File: config.mk
export PLATFORM = sky130hd
export DESIGN_NAME = mmio_hub
export DESIGN_NICKNAME = d
export VERILOG_FILES = /design/src/rtl/mmio_hub.sv
export SDC_FILE = /design/constraint.sdc
export NUM_CORES = 1
export LEC_CHECK = 0
export ABC_AREA = 0
export CORE_UTILIZATION = 25
export DETAILED_ROUTE_END_ITERATION = 6
export GPL_TIMING_DRIVEN = 1
export PLACE_DENSITY = 0.47
export SLEW_MARGIN = 0
export SYNTH_ARGS = -nofsm -noshare
export SYNTH_HDL_FRONTEND = slang
export SYNTH_SLANG_ARGS = --single-unit
File: constraint.sdc
create_clock -name clock -period 10.05 [get_ports clock]
set_input_delay 2.01 -clock clock [delete_from_list [all_inputs] [get_ports clock]]
set_output_delay 2.01 -clock clock [all_outputs]
set_load 0.005 [all_outputs]
File: src/rtl/mmio_hub.sv
// MMIO hub between the dmem port and RAM: sensor/button inputs, writable output regs.
// Optional SENSOR_FILTER_EN builds a 4-sample moving-average filter per sensor channel.
module mmio_hub #(
  parameter int unsigned ADDR_W     = 12,
  parameter int unsigned DATA_W     = 32,
  parameter int unsigned IN_CH      = 2,
  parameter int unsigned IN_W       = 9,
  parameter int unsigned BTN_N      = 4,
  parameter int unsigned OUT_CH     = 4,
  parameter int unsigned DEB_CYCLES = 500000
) (
  input  logic                     clock,
  input  logic                     reset,
  input  logic                     wren,
  input  logic [ADDR_W-1:0]        address_dmem,
  input  logic [DATA_W-1:0]        data,
  output logic [DATA_W-1:0]        q_dmem,
  output logic                     ram_wEn,
  output logic [ADDR_W-1:0]        ram_addr,
  output logic [DATA_W-1:0]        ram_dataIn,
  input  logic [DATA_W-1:0]        ram_dataOut,
  input  logic [IN_CH*IN_W-1:0]    sensor_in,
  input  logic                     sensor_valid,
  input  logic [BTN_N-1:0]         btn_in,
  output logic [OUT_CH*DATA_W-1:0] out_regs
);

  localparam int unsigned CntW = $clog2(DEB_CYCLES);
  localparam logic [CntW-1:0] CntMax = CntW'(DEB_CYCLES - 1);

  logic       mmio;
  logic [7:0] offset;
  logic       rd_en;
  logic       wr_en;

  assign mmio       = &address_dmem[ADDR_W-1:8];
  assign offset     = address_dmem[7:0];
  assign rd_en      = mmio & ~wren;
  assign wr_en      = mmio & wren;
  assign ram_wEn    = wren & ~mmio;
  assign ram_addr   = address_dmem;
  assign ram_dataIn = data;

  // Sensor channels
  logic [IN_W-1:0] sens_val [IN_CH];

`ifdef SENSOR_FILTER_EN
  localparam int unsigned SumW = IN_W + 2;
  logic [IN_W-1:0] hist_q   [IN_CH][4];
  logic [SumW-1:0] filt_sum [IN_CH];

  always_ff @(posedge clock) begin
    if (reset) begin
      for (int c = 0; c < IN_CH; c++) begin
        for (int k = 0; k < 4; k++) hist_q[c][k] <= '0;
      end
    end else if (sensor_valid) begin
      for (int c = 0; c < IN_CH; c++) begin
        hist_q[c][0] <= sensor_in[c*IN_W +: IN_W];
        for (int k = 1; k < 4; k++) hist_q[c][k] <= hist_q[c][k-1];
      end
    end
  end

  always_comb begin
    for (int c = 0; c < IN_CH; c++) begin
      filt_sum[c] = SumW'(hist_q[c][0]) + SumW'(hist_q[c][1]) +
                    SumW'(hist_q[c][2]) + SumW'(hist_q[c][3]);
      sens_val[c] = filt_sum[c][SumW-1:2];
    end
  end
`else
  logic [IN_W-1:0] sens_q [IN_CH];

  always_ff @(posedge clock) begin
    if (reset) begin
      for (int c = 0; c < IN_CH; c++) sens_q[c] <= '0;
    end else if (sensor_valid) begin
      for (int c = 0; c < IN_CH; c++) sens_q[c] <= sensor_in[c*IN_W +: IN_W];
    end
  end

  always_comb begin
    for (int c = 0; c < IN_CH; c++) sens_val[c] = sens_q[c];
  end
`endif

  logic [15:0] smp_cnt_q;

  always_ff @(posedge clock) begin
    if (reset)             smp_cnt_q <= '0;
    else if (sensor_valid) smp_cnt_q <= smp_cnt_q + 16'd1;
  end

  // Buttons: 2-FF sync, per-button debounce counter, sticky press latches
  logic [BTN_N-1:0] sync1_q, sync2_q, stable_q, latch_q, latch_d;
  logic [BTN_N-1:0] deb_done, press;
  logic [CntW-1:0]  deb_cnt_q [BTN_N];
  logic             rd_latch;

  assign rd_latch = rd_en && (offset == 8'h11);

  always_comb begin
    for (int b = 0; b < BTN_N; b++) begin
      deb_done[b] = (sync2_q[b] != stable_q[b]) && (deb_cnt_q[b] == CntMax);
    end
    press   = deb_done & sync2_q;
    // A press arriving in the read-clear cycle survives the clear
    latch_d = rd_latch ? press : (latch_q | press);
  end

  always_ff @(posedge clock) begin
    if (reset) begin
      sync1_q  <= '0;
      sync2_q  <= '0;
      stable_q <= '0;
      latch_q  <= '0;
      for (int b = 0; b < BTN_N; b++) deb_cnt_q[b] <= '0;
    end else begin
      sync1_q <= btn_in;
      sync2_q <= sync1_q;
      latch_q <= latch_d;
      for (int b = 0; b < BTN_N; b++) begin
        if (sync2_q[b] == stable_q[b]) begin
          deb_cnt_q[b] <= '0;
        end else if (deb_done[b]) begin
          stable_q[b]  <= sync2_q[b];
          deb_cnt_q[b] <= '0;
        end else begin
          deb_cnt_q[b] <= deb_cnt_q[b] + 1'b1;
        end
      end
    end
  end

  // Output registers
  logic [DATA_W-1:0] out_q [OUT_CH];

  always_ff @(posedge clock) begin
    if (reset) begin
      for (int j = 0; j < OUT_CH; j++) out_q[j] <= '0;
    end else begin
      for (int j = 0; j < OUT_CH; j++) begin
        if (wr_en && (offset == 8'(32 + j))) out_q[j] <= data;
      end
    end
  end

  always_comb begin
    for (int j = 0; j < OUT_CH; j++) out_regs[j*DATA_W +: DATA_W] = out_q[j];
  end

  // Read path
  logic [DATA_W-1:0] rd_data, rd_q;
  logic              flag_q;

  always_comb begin
    rd_data = '0;
    for (int i = 0; i < IN_CH; i++) begin
      if (offset == 8'(i)) rd_data = DATA_W'(sens_val[i]);
    end
    for (int j = 0; j < OUT_CH; j++) begin
      if (offset == 8'(32 + j)) rd_data = out_q[j];
    end
    if (offset == 8'h10) rd_data = DATA_W'(stable_q);
    if (offset == 8'h11) rd_data = DATA_W'(latch_q);
    if (offset == 8'h12) rd_data = DATA_W'(smp_cnt_q);
  end

  always_ff @(posedge clock) begin
    if (reset) begin
      rd_q   <= '0;
      flag_q <= 1'b0;
    end else begin
      rd_q   <= rd_data;
      flag_q <= mmio;
    end
  end

  assign q_dmem = flag_q ? rd_q : ram_dataOut;

endmodule

# Word-level counts from Yosys, hierarchy flattened
# Memories as Yosys holds them, arrays and structs flattened.
# Cells that the tools add are included.
[totals] regBits=65 ramBits=222 memories=3 output_inout_bits=205 word_cells=174
[memory_table] memory="out_q" depth=4 width=32 rd=4 rd_clocked_by_memory_dff=0 write_ports=4 line="137" rtl="logic [DATA_W-1:0] out_q [OUT_CH];"
[memory_table] memory="deb_cnt_q" depth=4 width=19 rd=4 rd_clocked_by_memory_dff=0 write_ports=4 line="98" rtl="logic [CntW-1:0] deb_cnt_q [BTN_N];"
[memory_table] memory="sens_q" depth=2 width=9 rd=2 rd_clocked_by_memory_dff=0 write_ports=2 line="73" rtl="logic [IN_W-1:0] sens_q [IN_CH];"
[classes] n_addsub=5 eq_ne=20 n_reduce_logical=16 bitwise_logic=29 muxes=90
[op_table] operator="$mux W32" count=10
[op_table] operator="$mux W19" count=12
[op_table] operator="$add A19 B1 Y19 const B" count=4
[op_table] operator="$eq A19 B19 Y1 const B" count=4
[op_table] operator="$mux W1" count=61
[op_table] operator="$mux W16" count=3
[op_table] operator="$eq A8 B6 Y1 const B" count=4
[op_table] operator="$mux W9" count=3
[op_table] operator="$eq A8 B5 Y1 const B" count=3
[op_table] operator="$or A1 B1 Y1" count=18
[op_table] operator="$add A16 B1 Y16 const B" count=1
[op_table] operator="$logic_and A1 B1 Y1" count=9
[op_table] operator="$eq A8 B1 Y1 const B" count=1
[op_table] operator="$logic_not A8 Y1" count=1
[op_table] operator="$reduce_and A2 Y1" count=4
[op_table] operator="$not A1 Y1" count=6
[op_table] operator="$and A4 B4 Y4" count=1
[op_table] operator="$eq A1 B1 Y1" count=4
[op_table] operator="$mux W4" count=1
[op_table] operator="$ne A1 B1 Y1" count=4
[op_table] operator="$or A4 B4 Y4" count=1
[op_table] operator="$reduce_and A4 Y1" count=1
[op_table] operator="$reduce_or A4 Y1" count=1
[op_table] operator="$and A1 B1 Y1" count=3

# Depth between registers and ports, before layout
# Gate-level depths: netlist of run 1.
[logic_depth] word_depth=10 mapped_depth=8

# Worst setup path before layout of run 1
# OpenSTA, ideal clock, no wires.
[synth_timing] path_kind="input-to-reg" start="in address_dmem[4]" end="mem out_q[2][0] (enable)" arrival_ns=5.078 path_stages=3 path_buffers=0 required_time_ns=9.580 setup_slack_ns=4.502 path_cell_list="nor4b_1 > nand3_1 > o31ai_1"
[synth_rtl] item="start: declaration" line="15" rtl="input logic [ADDR_W-1:0] address_dmem,"
[synth_rtl] item="end: declaration" line="137"

# Final worst setup path of run 1
[layout_timing] start="in address_dmem[11]" end="out ram_wEn"
[layout_between] elab_chain_cells=3
[layout_rtl] item="$reduce_and A4 Y1" line="36" rtl="assign mmio = &address_dmem[ADDR_W-1:8];"
[layout_rtl] item="$not A1 Y1" line="40" rtl="assign ram_wEn = wren & ~mmio;"
[layout_rtl] item="$and A1 B1 Y1" line="40"
[layout_rtl] item="end: declaration" line="18" rtl="output logic ram_wEn,"
# Every way passes these cells.

==> results of run 1 <==
logic make-up (layout without fill, tap and decap cells):
| logic type | count (synthesis) | in the layout |
|---|---|---|
| xor+xnor | 63 | 63 |
| flops | 287 | 287 |
| mux | 70 | 70 |
| simple gates | 488 | 488 |
| other cells | 1 | 76 |
| compound gates | 125 | 125 |
| buf+inv | 120 | 407 |
| fa+ha+maj | 5 | 5 |
metal layers:
metal  wire length [µm]  up-vias  global-route usage, %  part of all wire, %
li1                   -     4819                      -                    -
met3               2520       54                   4.02                  5.7
met2              21400      222                   25.6                   49
met4                879        4                   4.69                  2.0
met1              19300     4911                   19.6                   44
met5                 20        -                      0                0.045
state kept, by name, summed over array words and instances, names as in the netlist:
signal,flops
stable_q,4
rd_q,32
sync1_q,4
flag_q,1
smp_cnt_q,16
latch_q,4
out_q,128
deb_cnt_q,76
sync2_q,4
sens_q,18
cells in the final DEF, fill, tap and decap left out, types with 11 or more instances in the layout:
master           count
or4_1               11
o21ai_0             26
edfxtp_1           222
conb_1              76
nor2_1              92
and4_1              11
nand4_1             32
nor2b_1             30
clkbuf_1            14
a21oi_1             42
xor2_1              39
clkbuf_16           37
mux4_2              23
buf_4               14
nand3_1             41
nand2_1             30
xnor2_1             24
inv_1               21
and2_1             152
and3_1              17
mux2_2              42
or3_1               13
clkdlybuf4s50_1    303
nor4_1              13
dfxtp_1             64
power groups by stage:
stage	Clock (mW)	Combinational (mW)	Sequential (mW)
2_1_floorplan	0	0.109	1.38
3_3_place_gp	0	0.277	1.39
3_5_place_dp	0	0.276	1.39
4_1_cts	1.31	0.278	1.37
5_1_grt	1.35	0.294	1.37
6_report	1.26	0.274	1.36
final cells by class:
cell class                 count  area share, %
clock buffer                  55           5.47
timing repair buffer         320           16.7
tap                          748           4.95
inverter                      21          0.417
clock inverter                11          0.603
sequential                   287           42.2
multi-input combinational    827           29.7
final timing paths:
| check | endpoint | slack (ps) | cells past startpoint |
|---|---|---|---|
| min reg2reg | sync2_q[2] | 440 | 1 |
| max reg2reg | deb_cnt_q[0][9] | 7180 | 5 |
| max | ram_wEn | 4510 | 4 |
| min | sync2_q[2] | 440 | 1 |
cell usage after synthesis, types with 3 or more instances:
master,n
inv_1,21
mux4_2,23
edfxtp_1,222
or4b_2,3
xor2_1,39
a32o_1,4
and3_1,17
nor4_1,13
ha_1,5
buf_1,10
o21ai_0,28
mux2i_1,5
and4_1,11
o32ai_1,4
o31ai_1,9
nor4b_1,5
and2_1,152
nor3_1,9
nand2b_1,3
buf_6,5
dfxtp_1,65
clkbuf_1,32
a22oi_1,7
or3_1,13
o22ai_1,8
mux2_2,42
o22a_1,4
nand3_1,41
nand2_1,30
nand4_1,32
xnor2_1,24
a21oi_1,42
nor3b_1,5
nor2b_1,30
nor2_1,94
or4_1,11
buf_2,7
nand4b_1,4
or2_2,5
buf_4,45
a221oi_1,3
==> impl_metrics.tcl, run 1 <==
set metrics [dict create \
    outcome "finished, final reports clean" \
    ys_seq_elements 287 \
    synth_largest_area_cell "edfxtp_1" \
    overflow 0 \
    fill_cells 5509 \
    fmax_mhz 181 \
    finClkSkew_ps 25.9 \
    initialDrtViolationCount 605 \
    ir_drop_mv 0.124 \
    grt_pass1_wl_um 65000 \
    syn-cell-area_um2 13900 \
    drc 0 \
    p_comb_share_pct 9.4 \
    placed_cell_area_um2 17700 \
    post_cts_resized 0 \
    synthArstFlopShare_pct 0 \
    pwr-share-clk_pct 43.5 \
    synth-compound-area-share_pct 5.73 \
    cts_made_buffers 36 \
    fin_setup_tns_ps 0 \
    muxShareOfSynthArea_pct 7.49 \
    register_area_um2 7970 \
    fin_nets 1600 \
    dp_cells 2203 \
    maxSlewHeadroom_pct 25.9 \
    internal-power_mw 2.22 \
    dpl_worst_slack_ps 4440 \
    setup_slack_ps 4510 \
    yosys.area_share.simple_pct 20.2 \
    antenna_found_initial 2 \
    wl_per_cell_um 19.4 \
    synth_top_family_by_area "simple AND/OR/NAND/NOR gates" \
    row_count 86 \
    rsz0062_at_grt "false" \
    r2r_start "deb_cnt_q[0][0]" \
    path_buf_inv 2 \
    area_delta_synth_final_pct 35.9 \
    finalHoldViolCount 0 \
    slowest_stage "clkdlybuf4s50_1" \
    clockBufferDepth 3 \
    syn_avg_cell_area_um2 12.0 \
    path_delay_family "buffers and inverters" \
    diodes 0 \
    holdBufCountCts 0 \
    cts_tree "done" \
    cpMostUsedCell "clkdlybuf4s50_1" \
    io_buffers 306 \
    pwr_density_cell_nw_per_um2 154 \
    p_seq_share_pct 47.0 \
    cp-startpoint "address_dmem[11]" \
    required_ps 8040 \
    report.final.slew_viol_count 0 \
    multi_input_area_um2 5610 \
    slowest_delay_ps 520 \
    path_clk_slew_ps 50 \
    cp.arrival_ps 3530 \
    finish.utilization_pct 34.4 \
    synth_flop_cell "edfxtp_1" \
    fin_crit_ps 5540 \
    drive_above_1_share_pct 10.3 \
    vias 10010 \
    dp_hpwl_um 31200 \
    worst_pin_slew_ps 1110 \
    power.share.switching_pct 23.4 \
    cts.sinks 287 \
    viasPerCell 4.41 \
    dieArea_um2 56600 \
    grt_max_degree 57 \
    synth_edf_count 222 \
    holdCritPathClass "flop to flop" \
    die_w_um 238 \
    crit_fanout 3 \
    yosysUniqueCellTypes 63 \
    setup_violations 0 \
    cts_max_level 2 \
    power.leakage_nw 6.48 \
    synthXorXnorAreaFrac_pct 3.97 \
    hold_ws_ps 437 \
    ios 307 \
    clockRootBuffer "clkbuf_16" \
    synth_cells 1159 \
    synth-adder-area-share_pct 0.450 \
    fp.dieH_um 238 \
    first_pass_iters 5 \
    end_kind "primary output" \
    cts_setup_buffers 0 \
    power_mw 2.90 \
    finalNonFillerCells 2269 \
    fin_crit_sh_pct 55.1 \
    grt_pass1_vias 9963 \
    synthTopCellsByArea "edfxtp_1 48%, dfxtp_1 9.4%, and2_1 6.8%, mux4_2 3.7%, mux2_2 3.4%" \
    p_switching_mw 0.680 \
    cap_violations 0 \
    crit_path_start_kind "primary input" \
    hold_path_startpoint "sync1_q[2]" \
    ant_nets 0 \
    crit_type "primary input to primary output" \
    final_cell_area_um2 18900 \
    start_util_pct 25.3 \
    worstPathCellList "clkdlybuf4s50_1, nand4_1, and2_1, clkdlybuf4s50_1" \
    wirelength_um 44000 \
    routabilityCongestion 0.749 \
    clk_latency_ps 560 \
    grt_usage_pct 15.4 \
    ys_seq_area_share_pct 57.3 \
    fp.coreArea_um2 55000 \
    yosys.area.top_type_share_pct 48.0 \
    ys_warn_count 0 \
]
No activity file was read; power rests on OpenSTA's default activity.
==> run 2, diff against run 1 <==
--- a/config.mk
+++ b/config.mk
@@ -9,7 +9,7 @@
 export CORE_UTILIZATION = 25
 export DETAILED_ROUTE_END_ITERATION = 6
 export GPL_TIMING_DRIVEN = 1
-export PLACE_DENSITY = 0.47
+export PLACE_DENSITY = 0.49
 export SLEW_MARGIN = 0
 export SYNTH_ARGS = -nofsm -noshare
 export SYNTH_HDL_FRONTEND = slang
==> constraint.sdc (replaced) <==
create_clock -name clock -period 4.9 [get_ports clock]
set_input_delay 0.98 -clock clock [delete_from_list [all_inputs] [get_ports clock]]
set_output_delay 0.98 -clock clock [all_outputs]
set_load 0.005 [all_outputs]
==> run 2 against run 1 <==
Die area stayed put. Critical endpoint unchanged. Sequential share of layout area down 0.12 points. Critical path depth did not move. Highest routed layer unchanged.
==> impl_metrics.tcl, run 2 (same netlist as run 1, synthesis figures left out) <==
set metrics [dict create \
    grt_max_degree 41 \
    p_seq_share_pct 47.1 \
    wirelength_um 43600 \
    area_delta_synth_final_pct 36.3 \
    largest_reg_flops 128 \
    antenna_found_initial 3 \
    grt_usage_pct 15.3 \
    report.final.slew_viol_count 0 \
    viasPerCell 4.45 \
    hold_path_startpoint "sync1_q[3]" \
    clockBufferDepth 3 \
    die_w_um 238 \
    worst_pin_slew_ps 980 \
    p_switching_mw 1.37 \
    vias 10104 \
    largestRegisters "out_q (128), deb_cnt_q (76), rd_q (32)" \
    power.leakage_nw 6.52 \
    wl_per_cell_um 19.2 \
    holdBufCountCts 0 \
    maxSlewHeadroom_pct 34.7 \
    holdPathEnd "sync2_q[3]" \
    layout_common_cells "303 x clkdlybuf4s50_1, 222 x edfxtp_1, 152 x and2_1" \
    drive_above_1_share_pct 10.6 \
    drc 0 \
    ant_nets 0 \
    fin_crit_sh_pct 70.2 \
    ios 307 \
    multi_input_area_um2 5600 \
    cts_made_buffers 35 \
    hold_path_depth 1 \
    slowest_stage "clkdlybuf4s50_1" \
    setup_violations 0 \
    cts_max_level 2 \
    power.share.switching_pct 23.0 \
    diodes 0 \
    fmax_mhz 291 \
    fp.dieH_um 238 \
    register_area_um2 7970 \
    cpMostUsedCell "clkdlybuf4s50_1" \
    dieArea_um2 56600 \
    final_cell_area_um2 18900 \
    p_comb_share_pct 9.4 \
    holdCritPathClass "flop to flop" \
    dp_cells 2207 \
    crit_type "primary input to primary output" \
    placed_cell_area_um2 17800 \
    clockRootBuffer "clkbuf_16" \
    crit_path_start_kind "primary input" \
    grt_pass1_vias 10115 \
    regMostFlops "out_q" \
    slowest_delay_ps 510 \
    ff2ff_setup_slack_ps 2180 \
    finalHoldViolCount 0 \
    finalNonFillerCells 2271 \
    reg2reg_depth 5 \
    fin_crit_ps 3440 \
    pwr-share-clk_pct 43.5 \
    grt_pass1_wl_um 64800 \
    initialDrtViolationCount 594 \
    first_pass_iters 5 \
    fp.coreArea_um2 55000 \
    fill_cells 5509 \
    crit_fanout 3 \
    cts_setup_buffers 0 \
    finClkSkew_ps 17.6 \
    outcome "finished, final reports clean" \
    fin_setup_tns_ps 0 \
    post_cts_resized 0 \
    routabilityCongestion 0.796 \
    ir_drop_mv 0.203 \
    end_kind "primary output" \
    fin_nets 1603 \
    io_buffers 306 \
    final_common_cell "clkdlybuf4s50_1" \
    rsz0062_at_grt "false" \
    pwr_density_cell_nw_per_um2 315 \
    reg2reg_to "deb_cnt_q[0][0]" \
    internal-power_mw 4.59 \
    r2r_start "deb_cnt_q[0][0]" \
    cts.sinks 287 \
    cp.arrival_ps 2460 \
    cts_tree "done" \
    start_util_pct 25.3 \
    dp_hpwl_um 32300 \
    clk_latency_ps 530 \
    overflow 0 \
    worstPathCellList "clkdlybuf4s50_1, nand4_1, and2_1, clkdlybuf4s50_1" \
    required_ps 3920 \
    path_clk_slew_ps 60 \
    row_count 86 \
    cap_violations 0 \
]
-- run 2: critical path: cells and delay by family --
kind / cells / cell delay, ps
AND/OR/NAND/NOR: 2 / 510
buffers and inverters: 2 / 980
-- run 2: worst max-delay path by stage --
stage	start	endpoint	slack, ps	cells after the start
3_3_place_gp	address_dmem[7]	out_q[3][3]	1050	5
5_1_grt	flag_q	q_dmem[18]	1390	2
6_report	address_dmem[10]	ram_wEn	1460	4
3_5_place_dp	address_dmem[7]	out_q[3][3]	990	5
4_1_cts	address_dmem[10]	ram_wEn	1400	4
2_1_floorplan	address_dmem[4]	out_q[2][0]	380	3
-- run 2: through the flow --
stage / util, % / setup WS (ps) / total power, mW / hold slack, ps
2_1_floorplan: - / 382 / 3.05 / 414
3_3_place_gp: 32.3 / 1050 / 3.42 / 433
3_5_place_dp: 32.3 / 987 / 3.42 / 436
4_1_cts: 34.4 / 1400 / 6.05 / 432
5_1_grt: 34.4 / 1390 / 6.19 / 455
6_report: 34.4 / 1460 / 5.96 / 434
-- run 2: layout make-up --
class                           count  area share [%]
Clock buffer                       50            5.54
Timing Repair Buffer              324            16.9
Sequential cell                   287            42.1
Clock inverter                     14           0.561
Inverter                           21           0.416
Multi-Input combinational cell    827            29.5
Tap cell                          748            4.94
-- run 2: per-layer routing --
layer / up-vias / global-route usage [%] / wire [µm]
met3: 64 / 3.74 / 2610
li1: 4817 / - / -
met1: 4930 / 19.9 / 19100
met4: 4 / 4.63 / 1040
met5: - / 0 / 26
met2: 289 / 25.1 / 20900
-- run 2: power groups by stage --
stage / sequential (mW) / clock, mW / combinational [mW]
2_1_floorplan: 2.83 / 0 / 0.223
3_3_place_gp: 2.86 / 0 / 0.568
3_5_place_dp: 2.86 / 0 / 0.566
4_1_cts: 2.81 / 2.67 / 0.570
5_1_grt: 2.82 / 2.77 / 0.604
6_report: 2.81 / 2.59 / 0.563
